## config.mk

```make
export PLATFORM = sky130hd
export DESIGN_NAME = hh_array
export DESIGN_NICKNAME = d
export VERILOG_FILES = /design/src/rtl/hh_array.sv
export SDC_FILE = /design/constraint.sdc
export NUM_CORES = 1
export LEC_CHECK = 0
export CAP_MARGIN = 40
export CORE_MARGIN = 4
export CORE_UTILIZATION = 52
export DETAILED_ROUTE_END_ITERATION = 10
export GPL_TIMING_DRIVEN = 1
export PLACE_DENSITY = 0.77
export REMOVE_ABC_BUFFERS = 1
export SLEW_MARGIN = 20
export SYNTH_ARGS = -nofsm -noshare
export SYNTH_HDL_FRONTEND = slang
export SYNTH_SLANG_ARGS = --single-unit
export TNS_END_PERCENT = 10
```

## constraint.sdc

```tcl
create_clock -name clk -period 22.6 [get_ports clk]
set_clock_uncertainty 0.2 [all_clocks]
set_input_delay 5.65 -clock clk [delete_from_list [all_inputs] [get_ports clk]]
set_output_delay 5.65 -clock clk [all_outputs]
set_load 0.05 [all_outputs]
```

## src/rtl/hh_array.sv

```systemverilog
// rtl/hh_array.sv - time-multiplexed array of reduced Hodgkin-Huxley neurons
// One shared datapath sweeps every channel per accepted step.
module hh_array #(
    parameter int W       = 8,
    parameter int N_CH    = 4,
    parameter int THRESH  = 150,
    parameter int V_RESET = 20,
    parameter int E_NA    = 240,
    parameter int E_K     = 0,
    parameter int E_L     = 20,
    parameter int DT_SH   = 2,
    parameter int L_SH    = 2,
    parameter int M_SH    = 1,
    parameter int H_SH    = 3,
    parameter int N_SH    = 4,
    parameter int REFRAC  = 3
) (
    input  logic                clk,
    input  logic                rst,
    input  logic                step_valid,
    output logic                step_ready,
    input  logic [N_CH*W-1:0]   stim_current,
    output logic [N_CH*W-1:0]   membrane,
    output logic [N_CH-1:0]     spike,
    output logic                busy,
    output logic                done
);

    localparam int AW  = 2 * W + 4;
    localparam int RCW = (REFRAC > 0) ? $clog2(REFRAC + 1) : 1;
    localparam int IW  = (N_CH > 1) ? $clog2(N_CH) : 1;

    localparam logic signed [AW-1:0] ENA  = AW'(E_NA);
    localparam logic signed [AW-1:0] EK   = AW'(E_K);
    localparam logic signed [AW-1:0] EL   = AW'(E_L);
    localparam logic signed [AW-1:0] VMAX = AW'((1 << W) - 1);
    localparam logic [W-1:0]         VR   = W'(V_RESET);
    localparam logic [W-1:0]         THR  = W'(THRESH);
    localparam logic [IW-1:0]        LAST = IW'(N_CH - 1);

    typedef enum logic {S_IDLE, S_SWEEP} state_t;

    state_t             state_q;
    logic [IW-1:0]      idx_q;
    logic               busy_q;
    logic               done_q;
    logic [N_CH-1:0]    spike_q;
    logic [N_CH-1:0]    shadow_q;
    logic [W-1:0]       v_q    [N_CH];
    logic [W-1:0]       m_q    [N_CH];
    logic [W-1:0]       h_q    [N_CH];
    logic [W-1:0]       n_q    [N_CH];
    logic [RCW-1:0]     rc_q   [N_CH];
    logic [W-1:0]       stim_q [N_CH];

    logic [W-1:0]       v_c, m_c, h_c, n_c, s_c;
    logic [RCW-1:0]     rc_c;
    logic [W-1:0]       mm, mmm, gna, nn, gk;
    logic signed [AW-1:0] i_na, i_k, i_l, dv, vn;
    logic [W-1:0]       vn_c;
    logic [W-1:0]       v_d, m_d, h_d, n_d;
    logic [RCW-1:0]     rc_d;
    logic               spk_d;
    logic [N_CH-1:0]    shadow_d;

    // Fractional product of two unsigned W-bit quantities.
    function automatic logic [W-1:0] p(input logic [W-1:0] a, input logic [W-1:0] b);
        return W'(({{W{1'b0}}, a} * {{W{1'b0}}, b}) >> W);
    endfunction

    function automatic logic signed [AW-1:0] ext(input logic [W-1:0] x);
        return $signed({{(AW-W){1'b0}}, x});
    endfunction

    function automatic logic [W-1:0] clampw(input logic signed [AW-1:0] x);
        if (x[AW-1])
            return '0;
        else if (x > VMAX)
            return '1;
        else
            return x[W-1:0];
    endfunction

    always_comb begin
        v_c  = v_q[idx_q];
        m_c  = m_q[idx_q];
        h_c  = h_q[idx_q];
        n_c  = n_q[idx_q];
        rc_c = rc_q[idx_q];
        s_c  = stim_q[idx_q];

        mm   = p(m_c, m_c);
        mmm  = p(mm, m_c);
        gna  = p(mmm, h_c);
        nn   = p(n_c, n_c);
        gk   = p(nn, nn);

        i_na = (ext(gna) * (ENA - ext(v_c))) >>> W;
        i_k  = (ext(gk) * (ext(v_c) - EK)) >>> W;
        i_l  = (ext(v_c) - EL) >>> L_SH;
        dv   = ext(s_c) + i_na - i_k - i_l;
        vn   = ext(v_c) + (dv >>> DT_SH);
        vn_c = clampw(vn);

        m_d  = clampw(ext(m_c) + ((ext(v_c) - ext(m_c)) >>> M_SH));
        h_d  = clampw(ext(h_c) + (((VMAX - ext(v_c)) - ext(h_c)) >>> H_SH));
        n_d  = clampw(ext(n_c) + ((ext(v_c) - ext(n_c)) >>> N_SH));

        // Refractory channels are pinned at reset voltage but gates still relax.
        v_d   = vn_c;
        rc_d  = rc_c;
        spk_d = 1'b0;
        if (rc_c != '0) begin
            v_d  = VR;
            rc_d = rc_c - RCW'(1);
        end else if (vn_c >= THR) begin
            v_d   = VR;
            rc_d  = RCW'(REFRAC);
            spk_d = 1'b1;
        end

        shadow_d        = shadow_q;
        shadow_d[idx_q] = spk_d;
    end

    always_ff @(posedge clk) begin
        if (rst) begin
            state_q  <= S_IDLE;
            idx_q    <= '0;
            busy_q   <= 1'b0;
            done_q   <= 1'b0;
            spike_q  <= '0;
            shadow_q <= '0;
            for (int c = 0; c < N_CH; c++) begin
                v_q[c]    <= VR;
                m_q[c]    <= '0;
                h_q[c]    <= '1;
                n_q[c]    <= '0;
                rc_q[c]   <= '0;
                stim_q[c] <= '0;
            end
        end else begin
            done_q <= 1'b0;
            case (state_q)
                S_IDLE: begin
                    if (step_valid) begin
                        for (int c = 0; c < N_CH; c++)
                            stim_q[c] <= stim_current[c*W +: W];
                        idx_q   <= '0;
                        busy_q  <= 1'b1;
                        state_q <= S_SWEEP;
                    end
                end
                S_SWEEP: begin
                    v_q[idx_q]  <= v_d;
                    m_q[idx_q]  <= m_d;
                    h_q[idx_q]  <= h_d;
                    n_q[idx_q]  <= n_d;
                    rc_q[idx_q] <= rc_d;
                    shadow_q    <= shadow_d;
                    if (idx_q == LAST) begin
                        state_q <= S_IDLE;
                        busy_q  <= 1'b0;
                        done_q  <= 1'b1;
                        spike_q <= shadow_d;
                    end else begin
                        idx_q <= idx_q + IW'(1);
                    end
                end
                default: state_q <= S_IDLE;
            endcase
        end
    end

    always_comb begin
        membrane = '0;
        for (int c = 0; c < N_CH; c++)
            membrane[c*W +: W] = v_q[c];
    end

    assign step_ready = ~busy_q;
    assign busy       = busy_q;
    assign done       = done_q;
    assign spike      = spike_q;

endmodule

```

# Yosys cells after proc, flatten, opt, wreduce, memory -nomap -nowiden
# Memory sizes are Yosys's and may differ from the RTL's. A register that Yosys moved wholly into a read port is not among the register bits.
# Cells that the tools add are included.
classes:
  n_mul: 7
  n_bitwise: 6
  mux: 66
  n_reduce_logical: 11
  eq_ne: 4
  order_cmp: 7
  addsub: 15
ops:
  columns: ["operator", "count"]
  rows:
  - ["$mux W8", 18]
  - ["$mul A8 B8 Y16", 6]
  - ["$mux W2", 22]
  - ["$reduce_or A8 Y1", 4]
  - ["$gt A10 B9 Y1 const B", 3]
  - ["$mux W1", 21]
  - ["$mul A9 B9 Y18", 1]
  - ["$sub A8 B8 Y9", 2]
  - ["$sub A8 B8 Y9 const A", 2]
  - ["$sub A12 B7 Y13", 1]
  - ["$add A9 B11 Y12", 1]
  - ["$gt A12 B9 Y1 const B", 1]
  - ["$sub A11 B9 Y12", 1]
  - ["$add A9 B10 Y11", 1]
  - ["$add A9 B5 Y10", 1]
  - ["$add A9 B7 Y10", 1]
  - ["$add A9 B8 Y10", 1]
  - ["$sub A9 B9 Y10", 1]
  - ["$sub A8 B5 Y9 const B", 1]
  - ["$ge A8 B8 Y1 const B", 1]
  - ["$reduce_and A2 Y1", 3]
  - ["$bwmux W4", 1]
  - ["$ne A2 B2 Y1 const B", 2]
  - ["$or A1 B1 Y1", 4]
  - ["13 further kinds", 16]
totals:
  regBits: 13
  out_inout_bits: 39
  n_memories: 6
  input_bits: 35
  ramBits: 168
  wordCells: 128
mem_list:
  columns: ["memory", "words", "width", "read_ports", "rd_clocked_by_memory_dff", "wr", "line", "rtl"]
  rows:
  - ["h_q", 4, 8, 1, 1, 4, "51", "logic [W-1:0] h_q [N_CH];"]
  - ["m_q", 4, 8, 1, 1, 4, "50", "logic [W-1:0] m_q [N_CH];"]
  - ["n_q", 4, 8, 1, 1, 4, "52", "logic [W-1:0] n_q [N_CH];"]
  - ["stim_q", 4, 8, 1, 1, 4, "54", "logic [W-1:0] stim_q [N_CH];"]
  - ["v_q", 4, 8, 5, 1, 4, "49", "logic [W-1:0] v_q [N_CH];"]
  - ["rc_q", 4, 2, 1, 1, 4, "53", "logic [RCW-1:0] rc_q [N_CH];"]

# Longest topological paths before layout
# Gate-level depths: netlist of run 1.
depth:
  word_depth: 15
  ltp_mapped: 101

# Least setup slack after synthesis of run 1
# No wires, ideal clock.
synth_path:
  kind: "register to register"
  from: "register (tool-made name)"
  to: "memory v_q[3][6] (data pin)"
  n_path_buf: 9
  setup_time_ns: 0.265
  arrival_time_ns: 22.577
  path_stages_with_launch: 94
  period_less_slack_ns: 23.042
  slack_ns: -0.442
  cell_sequence: "dfxtp_1 > buf_4 > buf_2 > buf_1 > clkbuf_1 > clkbuf_1 > buf_1 > nand2_1 > o21ai_1 > clkbuf_1 > nor2_1 > fa_1 > fa_1 > inv_1 > fa_1 > fa_1 > inv_1 > ha_1 > [58 not listed] > fa_1 > inv_1 > ha_1 > or2_2 > a311oi_2 > o221a_2 > o21a_1 > xnor2_1 > ha_1 > a21o_1 > a21oi_1 > o21ai_1 > mux2i_1 > a31oi_2 > o31ai_4 > a21oi_2 > buf_2 > nor3_1"
synth_rtl:
  columns: ["item", "line"]
  rows:
  - ["end, declared", "49"]

==> impl_metrics.toml, run 1 <==
[grt]
grt_overflow = 0
grt_busiest_layer = "met2"
use_met2_pct = 42.0
met3_usage_pct = 2.93
grt_pass1_vias = 19495
grt_pass1_wl_mm = 94.8
grt_max_degree = 35
track_usage_pct = 23.3
antenna_found_initial = 0
met1_usage_pct = 28.8

[floorplanning]
die_height_um = 221
core_area_mm2 = 0.0446
start_util_pct = 53.0
io_pins = 74
die_w_um = 221
dieArea_mm2 = 0.0489
std_cell_rows = 77

[worst_setup_path]
worst_r2r_path_depth = 88
worstSetupStartpointType = "flip-flop"
max_stage_delay_ns = 0.54
cp.required_ns = 22.55
path_max_fanout = 15
timing.rr.end = "v_q[3][4]$_DFFE_PP_"
arrival_ns = 21.80
slowest_stage = "fa_1"
reg2reg_slack_ns = 0.75
crit_top_cell = "fa_1"
endpoint_kind = "flip-flop"
crit_type = "flip-flop to flip-flop"

[final_layout]
final_nets = 3169
final_cell_mix = "356 x inv_1, 311 x nor2_1, 302 x ha_1, 238 x fa_1, 168 x edfxtp_1"
diodes = 0
layout_commonest_cell = "inv_1"
synthToLayoutAreaGrowth_pct = 11.8
drive_above_1_share_pct = 9.95

[sta]
drv_slew = 0
maxSlewHeadroom_pct = 38.9
fin_crit_ns = 21.85
whs_ns = 0.262
final-hold-violation-count = 0
period_share_pct = 96.7
setup_viol = 0
max_freq_ghz = 0.0458
worst_pin_slew_ns = 0.916

[yosys]
synth_seq_cells = 182
synth_xor_area_share_pct = 4.82
synth-main-ff-cell = "edfxtp_1"
synth_cell_types = 83
ys_warn_count = 0
syn_avg_cell_area_um2 = 9.53
seq_area_frac_synth_pct = 22.5
synthesis.instances = 2480
synth-edff-count = 168
syn_area_mm2 = 0.0236
synthAdderAreaFrac_pct = 36.3
async_reset_ff_share_pct = 0
synth-compound-area-share_pct = 10.2
yosys.area_share.simple_pct = 14.6
synth_top_family_by_area = "adder cells"
muxShareOfSynthArea_pct = 4.42

[clocking]
cts.path.max_buffers = 2
clk_latency_ns = 0.46
cts_buffers = 17
cts.htree.levels = 4
cts_root_buf = "clkbuf_16"
cts_tree = "built"
clock_sink_count = 182
holdBufCountCts = 0
path_clk_slew_ns = 0.08

[drt]
vias_per_cell = 5.78
first_pass_iters = 6
drt_iter0_drc = 1384
ant_nets = 0
drt-total-wl_mm = 57.9
vias = 18463
route.detailed.drc = 0
post_drt_wl_per_cell_um = 18.1

[place]
dpl.hpwl_mm = 44.6
port_buffers = 73
gp_congestion = 0.903

[flow_run]
maxCapViolations = 0

[min_path]
hold_class = "flip-flop to flip-flop"
holdPathEnd = "shadow_q[0]$_SDFFE_PP0P_"
min_from = "shadow_q[0]$_SDFFE_PP0P_"
holdPathStages = 2

[run_status]
status = "finished, final reports clean"
## metrics by stage
step	cell area, um2	setup TNS (ns)	setup WS [ns]	cells	utilization [%]
after floorplan	23300	-50.25	-1.21	2407	-
after global placement	25300	0	0.455	3135	56.8
after detailed placement	25400	0	0.0556	3140	56.9
after CTS	25900	0	0.0879	3172	58.2
after global routing	26400	-7.69	-0.234	3196	59.3
final	26400	0	0.748	3196	59.3
## Yosys cell counts (all sizes together), types with 23 or more instances
| master | n | area share, % |
|---|---|---|
| a21o | 39 | 1.2 |
| a21oi | 114 | 2.5 |
| a22oi | 33 | 1.0 |
| and2 | 66 | 1.7 |
| buf | 23 | 0.52 |
| clkbuf | 50 | 0.79 |
| edfxtp | 168 | 21 |
| fa | 238 | 20 |
| ha | 305 | 16 |
| inv | 361 | 5.7 |
| mux2i | 28 | 1.2 |
| mux4 | 24 | 2.3 |
| nand2 | 147 | 2.3 |
| nand2b | 31 | 0.82 |
| nand3 | 34 | 0.72 |
| nor2 | 316 | 5.0 |
| nor3 | 70 | 1.5 |
| o21ai | 64 | 1.4 |
| xnor2 | 91 | 3.4 |
| xor2 | 39 | 1.4 |
## repair_timing
item                                    4_1_cts  5_1_grt
cloned                                        0        2
endpoints found under the setup margin       30       47
pin swaps                                     0       21
resized for setup                             1       64
buffers inserted                              0       17
## routing by layer
metal	vias up	share of wire, %
met5	-	0
met4	0	3.6
met3	150	6.6
met2	770	51
met1	9007	39
li1	8536	-
## cell families (layout without fill, tap and decap cells)
kind of cell | after synthesis | count (layout)
AO/OA/AOI/OAI | 364 | 365
XOR/XNOR | 130 | 130
adder cells (fa/ha/maj) | 543 | 543
buffers and inverters | 436 | 559
flip-flops | 182 | 182
multiplexers | 72 | 72
AND/OR/NAND/NOR | 753 | 753
## critical path, delay by kind of cell, from the launching register on
kind | cells | cell delay [ns]
adders and majority gates | 24 | 10.30
AOI/OAI and AO/OA | 27 | 5.37
and+or+nand+nor | 17 | 2.84
buffers and inverters | 14 | 1.22
muxes | 2 | 0.66
xor gates and xnor gates | 4 | 0.54
DFF | 1 | 0.39
## state kept, by name (all words and copies together) (netlist names), named ones only
name and count:
idx_q 2, n_q 32, h_q 32, state_q 1
stim_q 32, busy 1, done 1, m_q 32
shadow_q 3, rc_q 8, spike 4, v_q 32
## worst max path at each step
stage / endpoint / slack (ns) / cells past startpoint / startpoint
3_3_place_gp: v_q[2][6]$_SDFFCE_PN0P_ / 0.45 / 85 / flip-flop
6_report: v_q[3][4]$_DFFE_PP_ / 0.75 / 88 / flip-flop
4_1_cts: shadow_q[2]$_SDFFE_PP0P_ / 0.09 / 87 / flip-flop
2_1_floorplan: rc_q[1][0]$_SDFFCE_PN0P_ / -1.21 / 86 / flip-flop
5_1_grt: v_q[2][2]$_SDFFCE_PN1P_ / -0.23 / 88 / flip-flop
3_5_place_dp: shadow_q[2]$_SDFFE_PP0P_ / 0.06 / 87 / flip-flop
## layout make-up
cell class	instances	area, um2
clock buffer	18	429
clock inverter	14	139
fill	3620	18200
inverter	363	1360
multi-input combinational	1863	17000
sequential	182	5330
tap	592	741
timing repair buffer	164	1480
Power of run 1 is not shown: default switching activity piles up to over one toggle a cycle in this logic, so the estimate is an artifact.
==> inputs of run 2 (changes only) <==
--- a/config.mk
+++ b/config.mk
@@ -10,6 +10,7 @@
 export CORE_UTILIZATION = 52
 export DETAILED_ROUTE_END_ITERATION = 10
 export GPL_TIMING_DRIVEN = 1
+export HOLD_SLACK_MARGIN = 0.05
 export PLACE_DENSITY = 0.77
 export REMOVE_ABC_BUFFERS = 1
 export SLEW_MARGIN = 20
==> results of run 2 <==
Final layout, timing and power as in run 1 (identical DEF).
Power of run 2 is left out for the same reason.
